### src/rtl/noc_pkg.sv
// Shared router-port types and constants: direction encoding, counter width, flit entry.
// No logic and therefore no latency.
// No flow control lives here.
package noc_pkg;

    localparam int DIR_W = 6;

    // Bit 5 set means no direction.
    localparam logic [DIR_W-1:0] DIR_NULL = 6'b100000;

    // One-hot output ports in bits 4:0. DIR_W already names the width,
    // so west uses the long name.
    localparam logic [DIR_W-1:0] DIR_N    = 6'b000001;
    localparam logic [DIR_W-1:0] DIR_E    = 6'b000010;
    localparam logic [DIR_W-1:0] DIR_S    = 6'b000100;
    localparam logic [DIR_W-1:0] DIR_WEST = 6'b001000;
    localparam logic [DIR_W-1:0] DIR_L    = 6'b010000;

    localparam int CNT_W       = 3;
    localparam int FLIT_W_DFLT = 32;

    // Buffered entry at the default flit width. The parameterised top
    // builds the same layout at its own FLIT_W.
    typedef struct packed {
        logic [FLIT_W_DFLT-1:0] flit;
        logic [DIR_W-1:0]       dir;
    } flit_entry_t;

endpackage

### src/rtl/sync_fifo.sv
// Generic synchronous FIFO with occupancy count.
// Latency: a write is visible at the head one cycle later; there is no bypass.
// Backpressure: a push while full and a pop while empty are both ignored.
module sync_fifo #(
    parameter int WIDTH = 38,
    parameter int DEPTH = 4
) (
    input  logic                       clk,
    input  logic                       rst,
    input  logic                       push,
    input  logic [WIDTH-1:0]           push_dat,
    input  logic                       pop,
    output logic [WIDTH-1:0]           head_dat,
    output logic                       full,
    output logic                       empty,
    output logic [$clog2(DEPTH):0]     occ
);

    localparam int AW = $clog2(DEPTH);
    localparam int OW = AW + 1;
    localparam logic [OW-1:0] DEPTH_C = OW'(DEPTH);

    logic [WIDTH-1:0] mem [DEPTH];
    logic [AW-1:0]    wr_ptr;
    logic [AW-1:0]    rd_ptr;
    logic             do_push;
    logic             do_pop;

    assign full     = (occ == DEPTH_C);
    assign empty    = (occ == '0);
    assign do_push  = push && !full;
    assign do_pop   = pop && !empty;
    assign head_dat = mem[rd_ptr];

    // Storage array: the contents need no reset because empty masks them.
    always_ff @(posedge clk) begin
        if (do_push) begin
            mem[wr_ptr] <= push_dat;
        end
    end

    // Pointers and occupancy: DEPTH is a power of two, so the pointers wrap naturally.
    always_ff @(posedge clk) begin
        if (rst) begin
            wr_ptr <= '0;
            rd_ptr <= '0;
            occ    <= '0;
        end else begin
            if (do_push) begin
                wr_ptr <= wr_ptr + AW'(1);
            end
            if (do_pop) begin
                rd_ptr <= rd_ptr + AW'(1);
            end
            case ({do_push, do_pop})
                2'b10:   occ <= occ + OW'(1);
                2'b01:   occ <= occ - OW'(1);
                default: occ <= occ;
            endcase
        end
    end

endmodule

### src/rtl/flit_track_buffer.sv
// Router input stage: buffers flits with their direction and tracks the packet position and header direction.
// Latency: a flit pushed into an empty buffer reaches the head one cycle later; every output is registered state.
// Backpressure: ready is !full and does not depend on grant, so a full buffer only drains.
module flit_track_buffer
    import noc_pkg::*;
#(
    parameter int FLIT_W  = 32,
    parameter int DEPTH   = 4,
    parameter int PKT_LEN = 4
) (
    input  logic              clk,
    input  logic              rst,
    input  logic [FLIT_W-1:0] flit_i,
    input  logic [DIR_W-1:0]  dir_i,
    input  logic              valid_i,
    output logic              ready_o,
    output logic [FLIT_W-1:0] flit_o,
    output logic [DIR_W-1:0]  dir_o,
    output logic [CNT_W-1:0]  count_o,
    output logic [DIR_W-1:0]  dir_record_o,
    input  logic [DIR_W-1:0]  dir_record_i,
    input  logic              grant_i,
    output logic              tail_o
);

    typedef struct packed {
        logic [FLIT_W-1:0] flit;
        logic [DIR_W-1:0]  dir;
    } entry_t;

    localparam int EW = $bits(entry_t);
    localparam int OW = $clog2(DEPTH) + 1;
    localparam logic [CNT_W-1:0] LAST_CNT = CNT_W'(PKT_LEN - 1);

    entry_t           wr_ent;
    entry_t           head_ent;
    logic             full;
    logic             empty;
    logic             push;
    logic             pop;
    logic [OW-1:0]    occ;
    logic             unused_occ;
    logic [CNT_W-1:0] count;
    logic [DIR_W-1:0] dir_record;

    assign wr_ent.flit = flit_i;
    assign wr_ent.dir  = dir_i;
    assign push        = valid_i && !full;
    assign pop         = grant_i && !empty;
    assign unused_occ  = ^occ;

    sync_fifo #(
        .WIDTH (EW),
        .DEPTH (DEPTH)
    ) u_fifo (
        .clk      (clk),
        .rst      (rst),
        .push     (push),
        .push_dat (wr_ent),
        .pop      (pop),
        .head_dat (head_ent),
        .full     (full),
        .empty    (empty),
        .occ      (occ)
    );

    // Packet position and recorded header direction both advance only when the head is consumed.
    always_ff @(posedge clk) begin
        if (rst) begin
            count      <= '0;
            dir_record <= DIR_NULL;
        end else if (pop) begin
            count <= (count == LAST_CNT) ? '0 : count + CNT_W'(1);
            if (count == '0) begin
                dir_record <= dir_record_i;
            end
        end
    end

    assign ready_o      = !full;
    assign flit_o       = empty ? '0 : head_ent.flit;
    assign dir_o        = empty ? DIR_NULL : head_ent.dir;
    assign count_o      = count;
    assign dir_record_o = dir_record;
    assign tail_o       = !empty && (count == LAST_CNT);

endmodule

### config.mk
export PLATFORM = sky130hd
export DESIGN_NAME = flit_track_buffer
export DESIGN_NICKNAME = d
export VERILOG_FILES = /design/src/rtl/noc_pkg.sv /design/src/rtl/sync_fifo.sv /design/src/rtl/flit_track_buffer.sv
export SDC_FILE = /design/constraint.sdc
export NUM_CORES = 1
export LEC_CHECK = 0
export BUFFER_PORTS_ARGS = -buffer_cell sky130_fd_sc_hd__buf_2
export CAP_MARGIN = 20
export CORE_MARGIN = 1
export CORE_UTILIZATION = 25
export DETAILED_ROUTE_END_ITERATION = 6
export GPL_TIMING_DRIVEN = 0
export SETUP_SLACK_MARGIN = 0.1
export SYNTH_ARGS = -nofsm -noshare
export SYNTH_HDL_FRONTEND = slang
export SYNTH_SLANG_ARGS = --single-unit
### constraint.sdc
create_clock -name clk -period 2.9 [get_ports clk]
set_input_delay 0.29 -clock clk [delete_from_list [all_inputs] [get_ports clk]]
set_output_delay 0.29 -clock clk [all_outputs]
set_load 0.05 [all_outputs]
# After elaboration in Yosys (flattened, before gate mapping)
# Memory sizes are Yosys's and may differ from the RTL's. A register that Yosys moved wholly into a read port is not among the register bits.
# Cells that the tools add are included.
# Widths: inputs -> output; s select.
[classes] reduce_logical=11 eq_ne=4 mux=8 add_sub_neg=5
[ops] op="$mux 32" n=1
[ops] op="$add 3x1->3 const B" n=2
[ops] op="$logic_not 3->1" n=2
[ops] op="$mux 6" n=1
[ops] op="$pmux 3 s2" n=1
[ops] op="$logic_and 1x1->1" n=5
[ops] op="$add 2x1->2 const B" n=2
[ops] op="$mux 2" n=2
[ops] op="$eq 3x2->1 const B" n=1
[ops] op="$eq 3x3->1 const B" n=1
[ops] op="$mux 3" n=1
[ops] op="$sub 3x1->3 const B" n=1
[ops] op="$eq 2x1->1 const B" n=1
[ops] op="$eq 2x2->1 const B" n=1
[ops] op="$logic_not 1->1" n=2
[ops] op="$mux 1" n=2
[ops] op="$reduce_and 2->1" n=1
[ops] op="$reduce_bool 2->1" n=1
[totals] in_bits=48 ff_bits=16 ram_bits=152 memories=1 output_inout_bits=49
[mem_list] name="u_fifo.mem" depth=4 word_bits=38 rd=1 rd_ports_with_merged_regs=1 wr=1 line_no="sync_fifo.sv:23" rtl="logic [WIDTH-1:0] mem [DEPTH];"

# Logic depth before layout (Yosys ltp)
# Gate-level depths: netlist of the first run.
[depth] word_depth=6 depth_mapped=9 mapped_depth_nobuf=9

# Modules after synthesis
# Synthesis of the first run repeated with hierarchy kept, for this count alone.
[hier_totals] cells_unflattened=340 hier_area_um2=6693.9
[by_module_without_submodules] module="sync_fifo" cells_per_inst=252 area_per_inst_um2=5973.2 instances=1
[by_module_without_submodules] module="flit_track_buffer" cells_per_inst=88 area_per_inst_um2=720.7 instances=1

# Worst setup path after synthesis of the first run
# OpenSTA, ideal clock, no wires.
[synth_path] path_kind="reg2reg" from="reg u_fifo.occ[0]" to="mem u_fifo.mem[0][0] (enable)" t_arrival_ns=1.837 slack_ns=0.664 setup_time_ns=0.399 synth_period_minus_slack_ns=2.236 t_required_ns=2.501 path_stages_with_launch=4 n_path_buf=0 cell_sequence="dfxtp_1 > nor2_1 > a21boi_1 > and2_1"
[synth_via] elab_chain_cells=6
[synth_rtl] element="start: declaration" line_no="sync_fifo.sv:16" rtl="output logic [$clog2(DEPTH):0] occ"
[synth_rtl] element="start signal: assignment" line_no="sync_fifo.sv:56" rtl="2'b10: occ <= occ + OW'(1);"
[synth_rtl] element="start signal: assignment" line_no="sync_fifo.sv:57" rtl="2'b01: occ <= occ - OW'(1);"
[synth_rtl] element="$eq 3x3->1 *" line_no="sync_fifo.sv:29" rtl="assign full = (occ == DEPTH_C);"
[synth_rtl] element="$logic_not 1->1 *" line_no="sync_fifo.sv:31, flit_track_buffer.sv:48"
[synth_rtl] element="$logic_and 1x1->1" line_no="flit_track_buffer.sv:48" rtl="assign push = valid_i && !full;"
[synth_rtl] element="$logic_and 1x1->1 *" line_no="sync_fifo.sv:31" rtl="assign do_push = push && !full;"
[synth_rtl] element="$mux 1 *" line_no="sync_fifo.sv:37" rtl="if (do_push) begin"
[synth_rtl] element="$mux 1 (not written as such) *" line_no="sync_fifo.sv:38" rtl="mem[wr_ptr] <= push_dat;"
[synth_rtl] element="end: declaration" line_no="sync_fifo.sv:23"
# Mark *: on every way between the ends. The rest lies on a longest branch, timed or not.

# Worst setup path after layout of the first run
[layout_path] from="reg u_fifo.occ[0]" to="out dir_o[5]"
[layout_via] elab_chain_cells=2
[layout_rtl] element="$logic_not 3->1" line_no="sync_fifo.sv:30" rtl="assign empty = (occ == '0);"
[layout_rtl] element="$mux 6" line_no="flit_track_buffer.sv:82" rtl="assign dir_o = empty ? DIR_NULL : head_ent.dir;"
[layout_rtl] element="end: declaration" line_no="flit_track_buffer.sv:18" rtl="output logic [DIR_W-1:0] dir_o,"
# No other way between the ends.

==> results of run 1 <==
[metal layers]
metal | GRT usage, % | vias to the layer above
li1 | - | 1550
met1 | 12.4 | 1783
met2 | 19.1 | 61
met3 | 2.69 | 5
met4 | 4.00 | 0
met5 | 0 | -
[worst max path at each step]
stage / startpoint / endpoint / slack (ps) / cells past startpoint
finish: u_fifo.occ[0] / dir_o[5] / 360 / 4
global route: u_fifo.occ[0] / flit_o[31] / 200 / 4
CTS: u_fifo.occ[0] / dir_o[5] / 240 / 4
detailed placement: u_fifo.occ[0] / u_fifo.mem[2][25] / 700 / 4
global placement: u_fifo.occ[0] / u_fifo.mem[1][3] / -380 / 3
floorplan: u_fifo.occ[0] / u_fifo.mem[0][0] / 660 / 3
[per-stage QoR]
stage	setup TNS [ps]	power [mW]	instance area, sq um	cells
3_3_place_gp	-55730	6.11	7540	769
5_1_grt	0	8.96	8280	804
6_report	0	8.58	8280	804
3_5_place_dp	0	6.19	7620	773
2_1_floorplan	0	5.37	6640	338
4_1_cts	0	8.73	8280	804
[state kept, by name, indices dropped and copies added, names as in the netlist, named ones only]
| name | flops |
|---|---|
| count_o | 3 |
| u_fifo.wr_ptr | 2 |
| dir_record_o | 6 |
| u_fifo.mem | 152 |
| u_fifo.occ | 3 |
| u_fifo.rd_ptr | 2 |
[power by group]
part	total (mW)	switching (mW)	internal (mW)
Combinational	3.00	2.05	0.957
Clock	2.52	0.973	1.55
Sequential	3.05	0.0996	2.96
Total	8.58	3.12	5.46
[cell families after synthesis]
kind of cell / Yosys count
buffers and inverters: 23
adders and majority gates: 8
DFF: 170
and+or+nand+nor: 78
xor gates and xnor gates: 3
AOI/OAI and AO/OA: 10
muxes: 46
[area by class of cell]
| type | count | area [sq um] |
|---|---|---|
| timing repair buffer | 100 | 561 |
| buffer | 14 | 82.6 |
| clock inverter | 14 | 231 |
| multi-input combinational | 145 | 1600 |
| inverter | 9 | 33.8 |
| sequential | 170 | 4920 |
| tap | 335 | 419 |
| clock buffer | 17 | 425 |
| fill | 2531 | 17800 |
[cells in the final DEF (no fill, tap or decap), drive strengths merged, types with 2 or more instances in the layout]
master	count
mux4	38
bufinv	5
or3	2
buf	107
and2	4
a21oi	6
nor3	2
nor2	11
clkinvlp	2
nand2	5
ha	7
clkbuf	24
edfxtp	152
o21ai	2
mux2i	7
inv	16
nand2b	14
dfxtp	18
nor2b	33
and2b	4
nand3	2
xor2	2
[critical path, stage by stage, from the launching register on]
cell                       delay (ps)
sky130_fd_sc_hd__dfxtp_1          370
sky130_fd_sc_hd__nor3_4           420
sky130_fd_sc_hd__clkbuf_1         550
sky130_fd_sc_hd__or2_1            220
sky130_fd_sc_hd__buf_2            270
==> metrics.txt, run 1 <==
timing-limited maximum frequency=~400 MHz; Synth Cell Area=between 6000 and 7000 sq um; Setup crit end kind=primary output; global route overflow=0; total of hold buffers inserted after clock tree synthesis=0; first-pass GRT wire length=20.9 mm; Synth-to-Final Area Change=24.7%; Core Region=26,100 sq um; number of pins with negative max-slew slack in the final report=0; worst reg2reg startpoint=u_fifo.occ[0]; Warnings, synthesis=0; share of final-layout standard cells stronger than drive strength 1=between 30% and 40%; HPWL Detailed=slightly above 9 mm; Worst Max-Slew Pin Slew=675 ps; number of cells on the worst hold path=1; PnR worst setup slack=between 300 and 400 ps; hold path start=flit_i[2]; Clock Skews=9.89 ps; routed metal-1 wire length=roughly 5.8 mm; sequential-to-total area share from yosys stat=74.2%; Hold Fails Final Rpt=0; post-CTS sizing=0; data arrival time of the critical path=2250 ps; uppermost routed layer=met4; run status=complete, no violations; Final Routed Wirelength=14.0 mm; CTS Buffer Depth=2; Post-DRT Antenna Nets=0; area share of fa/ha/maj cells after synthesis=1.62%; largest family of logic cells by synthesized area=multiplexers; number of remaining DRC errors=0; top cells by area in the synthesized netlist=sky130_fd_sc_hd__edfxtp_1, sky130_fd_sc_hd__mux4_2, sky130_fd_sc_hd__dfxtp_1; end point of the worst hold path=u_fifo.mem[3][8]; final worst-path cycle share=87.5%; clock transition at the register clock pins on the worst setup and hold paths after CTS=70 ps; largest area contributor in the netlist=sky130_fd_sc_hd__edfxtp_1; starting density of the core=about a quarter; Max-Cap Viols=0; initial antenna violation count=0; number of instances in the synthesized netlist=338; largest voltage drop on the vdd net=0.435 mV; top cell types by occurrence after synthesis=sky130_fd_sc_hd__edfxtp_1, sky130_fd_sc_hd__mux4_2, sky130_fd_sc_hd__nor2b_1, sky130_fd_sc_hd__dfxtp_1, sky130_fd_sc_hd__nand2b_1; average wire per standard cell=17.4 microns; crit-path max FO=10; ant diodes=0; Detailed Routing Iterations Pass 1=4; fin crit period=2540 ps; number of H-tree levels=4; setup repair after global routing missed its margin=no; worst relative slew slack=a little over half; setup slack of the worst register-to-register path=710 ps; number of library cell types mapped by synthesis=28; Detail Route met2 WL=7.56 mm; xor and xnor fraction of the mapped netlist area=0.396%; die boundary width=about 160 microns; standard-cell row count=59; category of the worst setup path launch point=flip-flop; library cell with the highest instance count after synthesis=sky130_fd_sc_hd__edfxtp_1; # setup viols final=0; DRC violation total after the first TritonRoute iteration=134; post-layout utilization of the core=31.8%; worst hold slack=between 80 and 90 ps; Async S/R FF share, synth=0%; endpoint of the most critical register-to-register path=u_fifo.occ[2]; complex-gate fraction of the synthesized area=less than 1%; number of cells traversed by the worst register-to-register path=9; syn nets=394; Place WS=696 ps; number of CTS-inserted buffers=17; number of clock sinks seen by CTS=between 150 and 200; I/O pin cnt=97; global placement routability congestion=0.694; worst-skew pair later-pin latency=420 ps; setup fix buffers added after clock tree synthesis=0; Post-Synthesis Mean Instance Area=19.6 sq um; via count of the first global-routing pass=3,665; Port-buffer cells=96; standby leakage power=2.87 nW; nets=513; type of the worst min-delay path=in -> reg; GRT Total Usage=a little over a tenth; total vias in the final route=around 3,400; average vias per placed instance=4.23; met3 wire len=471 microns; Post-synth EDFFs=152; Die Y-Extent=around 160 microns; Synth top area share=68.8%; Top FF cell, synth=sky130_fd_sc_hd__edfxtp_1; Crit path required time=2610 ps; flip-flop and latch count after synthesis=170; maximum number of pins on one net before global-route repair=28; multiplexer share of the synthesized area=between 10% and 20%; CTS tree=built; Die Footprint=27,200 sq um; type of the worst setup path=reg -> out; power per unit of standard cell area=1040 nW/um^2; CTS Root Cell=sky130_fd_sc_hd__clkbuf_16; simple logic cell fraction of the synthesized area=7.09%
No activity file was read; power rests on OpenSTA's default activity.
==> inputs of run 2 (changes only) <==
--- a/config.mk
+++ b/config.mk
@@ -7,6 +7,7 @@
 export LEC_CHECK = 0
 export BUFFER_PORTS_ARGS = -buffer_cell sky130_fd_sc_hd__buf_2
 export CAP_MARGIN = 20
+export CORE_ASPECT_RATIO = 1.25
 export CORE_MARGIN = 1
 export CORE_UTILIZATION = 25
 export DETAILED_ROUTE_END_ITERATION = 6
==> run 2 against run 1 <==
Compared with the run above: via count shrank 1.9%; sequential share of layout area grew 0.75 points; register-to-register slack is essentially flat; combinational power shrank 2%; sequential power is essentially flat; largest power group unchanged.
==> metrics.txt, run 2 (same netlist as run 1, synthesis figures left out) <==
DRC violation total after the first TritonRoute iteration=162; share of final-layout standard cells stronger than drive strength 1=38.8%; type of the worst min-delay path=in -> reg; hold path start=flit_i[27]; # setup viols final=0; commonest non-fill, non-tap cell in the layout=sky130_fd_sc_hd__edfxtp_1; Die Footprint=~27,000 sq um; fin crit period=2470 ps; commonest cells after routing, fill and taps aside=sky130_fd_sc_hd__edfxtp_1, sky130_fd_sc_hd__buf_2, sky130_fd_sc_hd__mux4_2; starting density of the core=25.4%; number of CTS-inserted buffers=17; largest voltage drop on the vdd net=0.409 mV; number of H-tree levels=4; standard-cell row count=66; standby leakage power=about 2.8 nW; PnR worst setup slack=433 ps; setup fix buffers added after clock tree synthesis=0; average wire per standard cell=roughly 16 microns; Clock Skews=13.1 ps; worst relative slew slack=51.8%; CTS Buffer Depth=2; total of hold buffers inserted after clock tree synthesis=0; number of remaining DRC errors=0; worst-skew pair later-pin latency=430 ps; setup slack of the worst register-to-register path=700 ps; Detailed Routing Iterations Pass 1=4; ant diodes=0; maximum number of pins on one net before global-route repair=21; via count of the first global-routing pass=3,776; clock transition at the register clock pins on the worst setup and hold paths after CTS=70 ps; number of fill cells in the layout=2,638; met3 capacity usage during global routing=2.35%; timing-limited maximum frequency=405 MHz; number of cells traversed by the worst register-to-register path=4; number of cells on the worst hold path=1; CTS Root Cell=sky130_fd_sc_hd__clkbuf_16; Port-buffer cells=96; average vias per placed instance=a little over 4; HPWL Detailed=8.94 mm; met2 routing resource usage after global routing=between 10% and 20%; CTS tree=built; Core Region=~26,000 sq um; global route overflow=0; met1 global-route usage=11.5%; largest register by flop count=u_fifo.mem; crit-path max FO=10; endpoint of the most critical register-to-register path=u_fifo.mem[3][10]; total vias in the final route=3,333; type of the worst setup path=reg -> out; I/O pin cnt=slightly below 100; post-layout utilization of the core=31.3%; data arrival time of the critical path=between 2000 and 2500 ps; number of flip-flops under the largest register name=152; Final Routed Wirelength=13.2 mm; setup repair after global routing missed its margin=no; Place WS=roughly 630 ps; Max-Cap Viols=0; area of all sequential standard cells=4920 sq um; Hold Fails Final Rpt=0; die boundary width=148 microns; Post-DRT Antenna Nets=0; nets=roughly 510; post-CTS sizing=0; area used by multi-input combinational logic=1600 sq um; initial antenna violation count=0; Die Y-Extent=184 microns; global placement routability congestion=0.694; setup_tns=0 ps; category of the worst setup path launch point=flip-flop; global-route layer with the greatest usage=met2; Setup crit end kind=primary output; GRT Total Usage=a little over a tenth; run status=complete, no violations; first-pass GRT wire length=20.8 mm; final worst-path cycle share=a little under nine tenths; number of pins with negative max-slew slack in the final report=0; Worst Max-Slew Pin Slew=around 720 ps; power per unit of standard cell area=992 nW/um^2; worst reg2reg startpoint=u_fifo.occ[0]; end point of the worst hold path=u_fifo.mem[2][33]; Crit path required time=2610 ps; Synth-to-Final Area Change=23.2%; number of clock sinks seen by CTS=170
-- run 2: changes by cell type in the layout (fill, tap and decap cells not counted), sizes merged --
cell and change:
bufinv -4, inv -4, clkinv +6, clkinvlp +2
-- run 2: layout make-up --
type,count,share of cell area [%]
buffer,14,1.01
clock buffer,17,5.20
clock inverter,14,1.50
inverter,9,0.413
multi-input combinational,145,19.6
sequential,170,60.2
tap,340,5.20
timing repair buffer,100,6.86
-- run 2: stage by stage --
step | hold WS [ps] | std cells | total power, mW | area (sq um)
5_1_grt | 55.7 | 809 | 8.53 | 8180
3_3_place_gp | 460 | 774 | 6.07 | 7540
3_5_place_dp | 476 | 778 | 6.15 | 7630
2_1_floorplan | 389 | 338 | 5.37 | 6640
4_1_cts | 51.0 | 809 | 8.28 | 8180
6_report | 78.8 | 809 | 8.11 | 8180
-- run 2: power by group --
part	leakage, nW	total (mW)	internal, mW	switching, mW
sequential	1.54	3.05	2.96	0.0969
clock	0.259	2.11	1.18	0.932
combinational	1.01	2.95	0.956	2.00
total	2.81	8.11	5.09	3.03
-- run 2: worst max path at each step --
stage                       start                end  slack, ps
floorplan           u_fifo.occ[0]   u_fifo.mem[0][0]        660
global placement    u_fifo.occ[0]  u_fifo.mem[0][27]       -260
detailed placement  u_fifo.occ[0]  u_fifo.mem[3][16]        630
CTS                 u_fifo.occ[0]           dir_o[5]        300
global route        u_fifo.occ[0]           dir_o[5]        250
finish                  flip-flop         flit_o[23]        430
-- run 2: worst max-delay path, cell delays in order (launching register included) --
cell,delay [ps]
sky130_fd_sc_hd__dfxtp_1,320
sky130_fd_sc_hd__buf_2,300
sky130_fd_sc_hd__buf_2,360
sky130_fd_sc_hd__mux4_2,370
sky130_fd_sc_hd__nor2b_1,150
sky130_fd_sc_hd__buf_2,240
-- run 2: per-layer routing --
metal / up-vias / part of all wire (%)
met5: - / 0
met4: 0 / 1.9
met3: 13 / 4.0
met2: 65 / 54
met1: 1712 / 40
li1: 1543 / -
==> inputs of run 3 (changes only) <==
--- a/config.mk
+++ b/config.mk
@@ -9,9 +9,10 @@
 export CAP_MARGIN = 20
 export CORE_ASPECT_RATIO = 1.25
 export CORE_MARGIN = 1
-export CORE_UTILIZATION = 25
+export CORE_UTILIZATION = 50
 export DETAILED_ROUTE_END_ITERATION = 6
 export GPL_TIMING_DRIVEN = 0
+export PLACE_DENSITY = 0.71
 export SETUP_SLACK_MARGIN = 0.1
 export SYNTH_ARGS = -nofsm -noshare
 export SYNTH_HDL_FRONTEND = slang
==> run 3 against run 2 <==
Compared with the run above: register-to-register slack lost 40 ps; setup slack gained 9.7 ps; count of clock-buffer cells in the layout grew 1; critical path depth shrank 1; flip-flop and latch count is the same; cell area shrank 2.3%; sequential power is essentially flat; critical endpoint is now dir_o[5]; sequential share of layout area grew 1.4 points; cell count shrank 21%; utilization grew 31 points; global-route usage grew 7.8 points.
==> metrics.txt, run 3 (same netlist as run 1, synthesis figures left out) <==
run status=complete, no violations; I/O pin cnt=97; average vias per placed instance=approximately 5.3; standby leakage power=2.83 nW; Setup crit end kind=primary output; Post-DRT Antenna Nets=0; starting density of the core=51.7%; Detailed Routing Iterations Pass 1=4; crit-path max FO=10; maximum number of pins on one net before global-route repair=23; standard-cell row count=46; critical path cell sequence=nor3_4 -> clkbuf_1 -> or2_1 -> buf_2; worst reg2reg startpoint=u_fifo.occ[0]; GRT Total Usage=18.3%; met1 global-route usage=roughly 22%; Core Region=12,800 sq um; Die Footprint=between 10,000 and 15,000 sq um; power per unit of standard cell area=roughly 1000 nW/um^2; initial antenna violation count=0; CP max stage delay=510 ps; number of flip-flops under the largest register name=152; die boundary width=105 microns; Hold Fails Final Rpt=0; number of placed instances with taps included=606; CTS Root Cell=sky130_fd_sc_hd__clkbuf_16; HPWL Detailed=approximately 7.7 mm; number of remaining DRC errors=0; type of the worst min-delay path=in -> reg; number of buffers and inverters on the critical path=2; Post-Layout Cell Count=638; nets=between 500 and 600; via count of the first global-routing pass=3,386; fin crit period=between 2000 and 2500 ps; first-pass GRT wire length=around 18 mm; Port-buffer cells=96; clock transition at the register clock pins on the worst setup and hold paths after CTS=70 ps; CTS Buffer Depth=2; gate family responsible for the most delay along the worst path=buffers and inverters; largest voltage drop on the vdd net=around 0.57 mV; setup fix buffers added after clock tree synthesis=0; number of clock sinks seen by CTS=170; DRC violation total after the first TritonRoute iteration=169; cell area after layout=7990 sq um; post-layout utilization of the core=62.2%; hold path start=flit_i[15]; global-route layer with the greatest usage=met2; Crit path required time=2610 ps; share of final-layout standard cells stronger than drive strength 1=38.7%; Critical Path Slowest Stage Cell=sky130_fd_sc_hd__clkbuf_1; met2 routing resource usage after global routing=between 30% and 40%; setup_tns=0 ps; number of fill cells in the layout=a little over 900; global route overflow=0; timing-limited maximum frequency=about 410 MHz; total placed instance area=7410 sq um; worst-skew pair later-pin latency=420 ps; CTS tree=built; Max-Cap Viols=0; setup slack of the worst register-to-register path=660 ps; Final Routed Wirelength=12.0 mm; Die Y-Extent=131 microns; type of the worst setup path=reg -> out; end point of the worst hold path=u_fifo.mem[3][21]; Worst Max-Slew Pin Slew=659 ps; category of the worst setup path launch point=flip-flop; ant diodes=0; met3 capacity usage during global routing=3.82%; setup repair after global routing missed its margin=no; number of pins with negative max-slew slack in the final report=0; number of cells traversed by the worst register-to-register path=9; global placement routability congestion=0.748; average wire per standard cell=around 19 microns; endpoint of the most critical register-to-register path=u_fifo.occ[2]; total of hold buffers inserted after clock tree synthesis=0; Synth-to-Final Area Change=20.4%; final worst-path cycle share=between 80% and 90%; # setup viols final=0; number of cells on the worst hold path=1; commonest non-fill, non-tap cell in the layout=sky130_fd_sc_hd__edfxtp_1; post-CTS sizing=0; largest register by flop count=u_fifo.mem; Clock Skews=around 13 ps; number of CTS-inserted buffers=17; worst hold slack=84.5 ps; worst relative slew slack=56.1%; total vias in the final route=3,369; data arrival time of the critical path=2170 ps; number of H-tree levels=4; commonest cells after routing, fill and taps aside=sky130_fd_sc_hd__edfxtp_1, sky130_fd_sc_hd__buf_2, sky130_fd_sc_hd__mux4_2
==> run 3: area by class of cell <==
cell class	instances	area (sq um)	share of cell area, %
buffer	14	82.6	1.03
clock buffer	18	429	5.37
clock inverter	14	146	1.83
inverter	9	33.8	0.423
multi-input combinational	145	1600	20.0
sequential	170	4920	61.6
tap	168	210	2.63
timing repair buffer	100	561	7.02
==> run 3: how the worst max path moves through the flow <==
stage | endpoint | cells after the start | slack [ps] | start
global route | dir_o[5] | 4 | 340 | u_fifo.occ[0]
detailed placement | u_fifo.mem[3][30] | 4 | 710 | u_fifo.occ[0]
finish | dir_o[5] | 4 | 440 | u_fifo.occ[0]
global placement | u_fifo.mem[0][31] | 3 | -180 | u_fifo.occ[0]
floorplan | u_fifo.mem[0][0] | 3 | 660 | u_fifo.occ[0]
CTS | dir_o[5] | 4 | 380 | u_fifo.occ[0]
==> run 3: power breakdown <==
part | switching [mW] | internal [mW] | leakage, nW
clock | 0.910 | 1.27 | 0.272
sequential | 0.0950 | 2.96 | 1.54
combinational | 1.98 | 0.959 | 1.01
total | 2.99 | 5.19 | 2.83
==> run 3: per-stage QoR <==
step / power [mW] / worst slack [ps]
finish: 8.17 / 443
detailed placement: 6.09 / 710
global placement: 6.01 / -179
floorplan: 5.37 / 664
global route: 8.50 / 338
CTS: 8.26 / 376
==> run 3: metal layers <==
layer	wire, microns	vias to the layer above
met5	0	-
met4	170	0
met3	383	14
met2	6500	72
met1	4910	1730
li1	-	1553
